<file path="src/rtl/response_parser_pkg.sv">
// ---------------------------------------------------------------------------
// response_parser_pkg
// Shared definitions for the response line parser: FSM state encoding,
// error-cause codes reported on err_code, and the ASCII bytes that make up
// a response line of the form "> " + binary digits + "\n".
// ---------------------------------------------------------------------------
package response_parser_pkg;

    typedef enum logic [2:0] {
        IDLE   = 3'd0,
        SPACE  = 3'd1,
        DIGITS = 3'd2,
        HOLD   = 3'd3,
        SKIP   = 3'd4
    } state_t;

    localparam logic [2:0] ERR_NONE       = 3'd0;
    localparam logic [2:0] ERR_BAD_PREFIX = 3'd1;
    localparam logic [2:0] ERR_BAD_DIGIT  = 3'd2;
    localparam logic [2:0] ERR_SHORT      = 3'd3;
    localparam logic [2:0] ERR_LONG       = 3'd4;

    localparam logic [7:0] ASCII_GT    = 8'h3E;
    localparam logic [7:0] ASCII_SPACE = 8'h20;
    localparam logic [7:0] ASCII_NL    = 8'h0A;
    localparam logic [7:0] ASCII_ZERO  = 8'h30;
    localparam logic [7:0] ASCII_ONE   = 8'h31;
    localparam logic [7:0] ASCII_X     = 8'h78;
    localparam logic [7:0] ASCII_Z     = 8'h7A;

    // OR-ing this bit into an ASCII letter folds upper case onto lower case.
    localparam logic [7:0] ASCII_CASE_BIT = 8'h20;

endpackage

</file>
<file path="src/rtl/ascii_bin_classify.sv">
// ---------------------------------------------------------------------------
// ascii_bin_classify
// Purely combinational byte decoder used by the response line parser.
//
// Ports:
//   data     in  8  ASCII byte to classify
//   is_zero  out 1  byte is '0'
//   is_one   out 1  byte is '1'
//   is_xz    out 1  byte is one of 'x', 'X', 'z', 'Z'
//   is_nl    out 1  byte is '\n'
// ---------------------------------------------------------------------------
module ascii_bin_classify
    import response_parser_pkg::*;
(
    input  logic [7:0] data,
    output logic       is_zero,
    output logic       is_one,
    output logic       is_xz,
    output logic       is_nl
);

    logic [7:0] folded;

    // Only 'X'/'x' and 'Z'/'z' fold onto the lower-case codes, so a single
    // compare per letter after folding covers both cases.
    assign folded  = data | ASCII_CASE_BIT;

    assign is_zero = (data == ASCII_ZERO);
    assign is_one  = (data == ASCII_ONE);
    assign is_xz   = (folded == ASCII_X) || (folded == ASCII_Z);
    assign is_nl   = (data == ASCII_NL);

endmodule

</file>
<file path="src/rtl/response_line_parser.sv">
// ---------------------------------------------------------------------------
// response_line_parser
// Turns the ASCII response stream ("> " + WIDTH binary digits + "\n" per
// line) into WIDTH-bit vectors on a valid/ready interface, and reports
// malformed lines with a one-cycle err pulse plus a held err_code.
//
// Parameters:
//   WIDTH      digits per line (1..32), first digit received becomes MSB
//
// Ports:
//   CLK        in   1      clock, rising edge
//   RESET      in   1      synchronous active-high reset
//   in_data    in   8      ASCII byte from the transport
//   in_valid   in   1      in_data valid
//   in_ready   out  1      byte accepted this cycle (low only while holding)
//   out_vec    out  WIDTH  parsed vector
//   out_valid  out  1      out_vec valid
//   out_ready  in   1      downstream accepts out_vec
//   out_known  out  WIDTH  (RESPONSE_PARSER_XZ_EN only) 1 where digit was 0/1
//   err        out  1      one-cycle pulse on a malformed line
//   err_code   out  3      cause of the most recent error
//
// Build option: define RESPONSE_PARSER_XZ_EN to accept x/X/z/Z digits and
// expose out_known; otherwise those characters are reported as bad digits.
// ---------------------------------------------------------------------------
module response_line_parser
    import response_parser_pkg::*;
#(
    parameter int WIDTH = 5
) (
    input  logic             CLK,
    input  logic             RESET,
    input  logic [7:0]       in_data,
    input  logic             in_valid,
    output logic             in_ready,
    output logic [WIDTH-1:0] out_vec,
    output logic             out_valid,
    input  logic             out_ready,
`ifdef RESPONSE_PARSER_XZ_EN
    output logic [WIDTH-1:0] out_known,
`endif
    output logic             err,
    output logic [2:0]       err_code
);

    localparam int CNT_W = $clog2(WIDTH + 1);
    localparam logic [CNT_W-1:0] FULL_COUNT = CNT_W'(WIDTH);

    state_t           state;
    logic [WIDTH-1:0] shift_reg;
    logic [CNT_W-1:0] count;
    logic             byte_fire;
    logic             is_zero;
    logic             is_one;
    logic             is_xz;
    logic             is_nl;
    logic             is_digit;

`ifdef RESPONSE_PARSER_XZ_EN
    logic [WIDTH-1:0] known_reg;
`endif

    ascii_bin_classify u_classify (
        .data    (in_data),
        .is_zero (is_zero),
        .is_one  (is_one),
        .is_xz   (is_xz),
        .is_nl   (is_nl)
    );

    assign byte_fire = in_valid && in_ready;

`ifdef RESPONSE_PARSER_XZ_EN
    assign is_digit = is_zero || is_one || is_xz;
`else
    assign is_digit = is_zero || is_one;
`endif

    // Single FSM process; every output is registered. in_ready and out_valid
    // are complementary views of the HOLD state, updated on entry and exit.
    always_ff @(posedge CLK) begin
        if (RESET) begin
            state     <= IDLE;
            in_ready  <= 1'b1;
            out_vec   <= '0;
            out_valid <= 1'b0;
            err       <= 1'b0;
            err_code  <= ERR_NONE;
            shift_reg <= '0;
            count     <= '0;
`ifdef RESPONSE_PARSER_XZ_EN
            known_reg <= '0;
            out_known <= '1;
`endif
        end else begin
            err <= 1'b0;
            case (state)
                IDLE: begin
                    if (byte_fire) begin
                        if (in_data == ASCII_GT) begin
                            state <= SPACE;
                        end else if (is_nl) begin
                            state <= IDLE;
                        end else begin
                            err      <= 1'b1;
                            err_code <= ERR_BAD_PREFIX;
                            state    <= SKIP;
                        end
                    end
                end

                SPACE: begin
                    if (byte_fire) begin
                        if (in_data == ASCII_SPACE) begin
                            state     <= DIGITS;
                            shift_reg <= '0;
                            count     <= '0;
`ifdef RESPONSE_PARSER_XZ_EN
                            known_reg <= '0;
`endif
                        end else begin
                            // A newline already ends the line, so there is
                            // nothing left to skip.
                            err      <= 1'b1;
                            err_code <= ERR_BAD_PREFIX;
                            state    <= is_nl ? IDLE : SKIP;
                        end
                    end
                end

                DIGITS: begin
                    if (byte_fire) begin
                        if (is_digit) begin
                            // The length check comes before the increment,
                            // so the counter never exceeds WIDTH.
                            if (count == FULL_COUNT) begin
                                err      <= 1'b1;
                                err_code <= ERR_LONG;
                                state    <= SKIP;
                            end else begin
                                shift_reg <= (shift_reg << 1) | WIDTH'(is_one);
`ifdef RESPONSE_PARSER_XZ_EN
                                known_reg <= (known_reg << 1) | WIDTH'(is_zero || is_one);
`endif
                                count     <= count + CNT_W'(1);
                            end
                        end else if (is_nl) begin
                            if (count == FULL_COUNT) begin
                                out_vec   <= shift_reg;
`ifdef RESPONSE_PARSER_XZ_EN
                                out_known <= known_reg;
`endif
                                out_valid <= 1'b1;
                                in_ready  <= 1'b0;
                                state     <= HOLD;
                            end else begin
                                err      <= 1'b1;
                                err_code <= ERR_SHORT;
                                state    <= IDLE;
                            end
                        end
`ifndef RESPONSE_PARSER_XZ_EN
                        else if (is_xz) begin
                            // Unknown/high-Z digits are not representable
                            // in this build.
                            err      <= 1'b1;
                            err_code <= ERR_BAD_DIGIT;
                            state    <= SKIP;
                        end
`endif
                        else begin
                            err      <= 1'b1;
                            err_code <= ERR_BAD_DIGIT;
                            state    <= SKIP;
                        end
                    end
                end

                HOLD: begin
                    if (out_ready) begin
                        out_valid <= 1'b0;
                        in_ready  <= 1'b1;
                        state     <= IDLE;
                    end
                end

                SKIP: begin
                    if (byte_fire && is_nl) begin
                        state <= IDLE;
                    end
                end

                default: begin
                    state <= IDLE;
                end
            endcase
        end
    end

endmodule

</file>
<file path="config.mk">
export PLATFORM = sky130hd
export DESIGN_NAME = response_line_parser
export DESIGN_NICKNAME = d
export VERILOG_FILES = /design/src/rtl/response_parser_pkg.sv /design/src/rtl/ascii_bin_classify.sv /design/src/rtl/response_line_parser.sv
export SDC_FILE = /design/constraint.sdc
export NUM_CORES = 1
export LEC_CHECK = 0
export ABC_AREA = 1
export CAP_MARGIN = 20
export CORE_ASPECT_RATIO = 1.2
export CORE_MARGIN = 2
export CORE_UTILIZATION = 49
export CTS_CLUSTER_SIZE = 40
export DETAILED_ROUTE_END_ITERATION = 10
export PLACE_DENSITY_LB_ADDON = 0.08
export SETUP_SLACK_MARGIN = 0.4
export SLEW_MARGIN = 40
export SYNTH_ARGS = -nofsm -noshare
export SYNTH_HDL_FRONTEND = slang
export SYNTH_SLANG_ARGS = --single-unit
</file>
<file path="constraint.sdc">
create_clock -name CLK -period 1.9 [get_ports CLK]
set_input_delay 0.38 -clock CLK [delete_from_list [all_inputs] [get_ports CLK]]
set_output_delay 0.38 -clock CLK [all_outputs]
set_load 0.02 [all_outputs]
</file>
# Word-level counts from Yosys, hierarchy flattened
# Cells that the tools add are included.
# word_totals
output_inout_bits	11
reg_bits	22
in_bits	12
# op_classes
addsub	1
reduce_logical	12
eq_ne	26
n_bitwise	2
mux	58
# ops
operator	count
$mux W3	25
$eq A8 B6 Y1 const B	4
$ne A2 B2 Y1 const B	14
$mux W5	5
$mux W1	20
$reduce_and A6 Y1	3
$pmux W3 S5	1
$pmux W5 S2	1
$pmux W3 S3	1
$reduce_and A9 Y1	1
$eq A8 B4 Y1 const B	1
$eq A3 B2 Y1 const B	2
$eq A3 B3 Y1 const B	2
$pmux W3 S2	1
$or A5 B1 Y5	1
$reduce_and A5 Y1	1
$ne A4 B4 Y1 const B	1
$pmux W1 S2	2
$reduce_bool A2 Y1	2
$add A3 B1 Y3 const B	1
$eq A3 B1 Y1 const B	1
$logic_not A3 Y1	1
$ne A3 B3 Y1 const B	1
$pmux W1 S3	1
5 further kinds	6

# Logic depth before layout (Yosys ltp)
# logic_depth
depth_word	6
mapped_depth	10
mapped_depth_nobuf	10

# By module
# Synthesis repeated with hierarchy kept, for this count alone.
# unflattened
hier_cells	226
hier_area_um2	1487.7
# modules_own_cells
module	cells_per_inst	instances	area_per_inst_um2
response_line_parser	202	1	1386.3
ascii_bin_classify	24	1	101.3

# Worst setup path before layout
# Ideal clock, no wire load.
# synth_path
kind	reg-to-reg
startpoint	register in_ready
endpoint	register state[1]
stages_incl_launch_ff	8
setup_slack_ps	472
required_ps	1762
setup_time_ps	138
arrival_time_ps	1290
period_less_slack_ps	1428
path_cell_list	dfxtp_1 > nand2_1 > clkinv_1 > nand3_1 > a21oi_1 > nand2_2 > nand2_1 > a21oi_1
# synth_between
elab_chain_cells	4
word_cells_on_any_way	7
classes_between	eq/ne: 4; reduce/logical: 3
# synth_rtl
item	line	text
start: declaration	response_line_parser.sv:35	output logic in_ready,
start signal: assignment	response_line_parser.sv:84	in_ready <= 1'b1;
start signal: assignment	response_line_parser.sv:154	in_ready <= 1'b0;
start signal: assignment	response_line_parser.sv:182	in_ready <= 1'b1;
$logic_and A1 B1 Y1 *	response_line_parser.sv:71	assign byte_fire = in_valid && in_ready;
$logic_and A1 B1 Y1	response_line_parser.sv:188	if (byte_fire && is_nl) begin
$ne A2 B2 Y1 (no line)	--	
$reduce_and A6 Y1 (no line) *	--	
end signal: assignment	response_line_parser.sv:126	state <= is_nl ? IDLE : SKIP;
end: declaration	response_line_parser.sv:49	state_t state;
# Every way passes the cells marked *; elsewhere a longest branch is shown, timed or not.
# A chain may end at the register's enable or synchronous reset.

# Worst setup path in the final report
# layout_path
startpoint	register state[1]
endpoint	register out_vec[0]
# layout_between
elab_chain_cells	2
# layout_rtl
item	line	text
$eq A3 B2 Y1	response_line_parser.sv:97	case (state)
$reduce_and A5 Y1 (no line)	--	
end signal: assignment	response_line_parser.sv:149	out_vec <= shift_reg;
end: declaration	response_line_parser.sv:36	output logic [WIDTH-1:0] out_vec,
# Every way passes these cells.

==> results.toml <==
[clock_network]
insertion_delay_ps = 310
clockBufferDepth = 2
path_clk_slew_ps = 120
numCtsBuffers = 3
cts_tree = "done"
cts_root_buffer = "clkbuf_4"
cts.sinks = 22
htreeDepth = 1
cts_hold_buf = 0

[worst_setup_path]
crit_path_start_kind = "flip-flop"
r2r_setup_slack_ps = 440
worst_r2r_startpoint = "state[1]"
cp_max_fo = 5
path_class = "flip-flop to flip-flop"
r2r_cells = 8
cp.required_ps = 2160
cp_data_arrival_time_ps = 1720
cp-startpoint = "state[1]"
cp-end-kind = "flip-flop"
r2r_end = "out_vec[0]"

[detailed_routing]
drtPass1Iterations = 4
first_iter_violations = 35
vias = 1474
wl_per_cell_um = 12.5
drc_errors = 0
finalWirelength_um = 3630
postRouteAntennaNets = 0
vias_per_cell = 5.08

[yosys]
async_flop_share = 0
synth_top_family_by_area = "simple AND/OR/NAND/NOR gates"
synthFlopType = "dfxtp_1"
synth-compound-area-share = 0.139
synthCells = 215
syn_area_um2 = 1450
synthTopCellsByArea = "dfxtp_1, nand2_1, nor2_1"
synth_top_area_frac = 0.304
synth_adder_area_share = 0.0173
syn-num-nets = 229
ys_seq_area_frac = 0.304
synth_xor_area_frac = 0
synth_warnings = 0
synth-edff-count = 0
synthSimpleGateAreaFrac = 0.422
synth.area.mux_share = 0
yosys.area.top_type = "dfxtp_1"
ys_types = 28
avgSynthCellArea_um2 = 6.73
synth-seq-cells = 22

[final_layout]
post-route-util = 0.707
seqCellArea_um2 = 452
multi_input_area_um2 = 992
final_common_cell = "nand2_1"
design_area_um2 = 1990
area_growth_pct = 37.5
nNetsFinal = 271
final_cell_mix = "nand2_1, inv_1, nor2_1"
fin_cells = 290
nFillCells = 251
n_antenna_cell = 0
drive_above_1_share = 0.352

[floorplanning]
dieArea_um2 = 3400
die_y_um = 63.5
coreArea_um2 = 2810
die_w_um = 53.6
pin_count = 23
rows = 21
initial_core_util = 0.514

[grt]
grt_use_met2 = 0.400
grt_pass1_wl_um = 5690
grt_pass1_vias = 1416
busiest_layer = "met2"
met3_usage = 0.0427
grt_use_total = 0.220
met1_usage = 0.237
grt_overflow = 0
antenna_found_initial = 0
grt_max_degree = 14

[sta]
rsz0062_at_grt = "yes"
timing.final.crit_period_ps = 1460
finalCritPeriodShare = 0.768
max_freq_ghz = 0.685
timing.final.ws_setup_ps = 440
slew_violations = 0
worst_slew_margin_rel = 0.816
tightest_slew_ps = 275
fin_skew_ps = 4.57
setup_viol = 0
hold_viol_final = 0

[hold_path]
hp-class = "flip-flop to flip-flop"
hold_depth = 2
min_from = "out_valid"
holdPathEnd = "out_valid"

[place]
port_buffers = 22
hpwl_um = 2590
place_congestion = 0.925
dp_slack_ps = -147
place_inst = 278
dpl_cell_area_um2 = 1750

[power]
total_power_uw = 940
power_density_nw_per_um2 = 473
p_leak_uw = 0.000894
peakVddDrop_mv = 0.447

[run_status]
status = "complete, no violations"

[run]
max_cap_viol_count = 0
==> what timing repair did <==
| action | 4_1_cts | 5_1_grt |
|---|---|---|
| setup buffers | 0 | 6 |
| pin swaps | 6 | 16 |
| resized for setup | 33 | 37 |
| setup endpoints to repair | 32 | 21 |
| cloned | 1 | 1 |
==> worst max-delay path by stage <==
stage	end	slack (ps)	cells after the start
after floorplan	state[1]	470	7
after global placement	count[2]	-80	11
after detailed placement	count[2]	-150	11
after CTS	count[2]	400	10
after global routing	out_vec[2]	350	9
final	out_vec[0]	440	8
==> power breakdown <==
group / switching, µW / internal (µW) / leakage, µW
Sequential: 12.6 / 474 / 0.000181
Clock: 141 / 117 / 0.0000210
Combinational: 116 / 79.2 / 0.000692
Total: 270 / 670 / 0.000894
==> cells in the mapped netlist, drive strengths merged (2+ instances only) <==
cell type / n
ha: 2
nor3: 4
nor2: 44
nand2: 54
o21a: 5
nand3: 16
dfxtp: 22
a21oi: 14
o21ai: 8
clkinv: 2
inv: 32
buf: 3
nand4: 6
==> cell families after synthesis <==
logic type,Yosys count
AO/OA/AOI/OAI,29
buffers and inverters,38
flip-flops,22
AND/OR/NAND/NOR,124
adder cells (fa/ha/maj),2
==> stage by stage <==
step           TNS, ps  hold slack (ps)
2_1_floorplan        0              441
3_3_place_gp      -571              432
3_5_place_dp     -1330              459
4_1_cts              0              475
5_1_grt              0              497
6_report             0              467
==> routing by layer <==
metal  up-vias  part of all wire
li1        759                 -
met1       683              0.41
met2        24              0.55
met3         8             0.021
met4         0             0.017
met5         -                 0
==> critical path: stages, from the launching register on <==
cell and delay [ps]:
dfxtp_4 410, inv_4 50, nor2_4 190, nand2_8 90, buf_6 130, nor2_4 150
nand2_4 110, a21oi_1 140, o21a_1 130
==> final cells by class <==
| cell class | instances | area share |
|---|---|---|
| clock buffers | 4 | 0.0183 |
| inverters | 34 | 0.0673 |
| multi-input cells | 157 | 0.499 |
| well taps | 34 | 0.0214 |
| flip-flops and latches | 22 | 0.227 |
| repair buffers | 39 | 0.167 |
No activity file was read; power rests on OpenSTA's default activity.
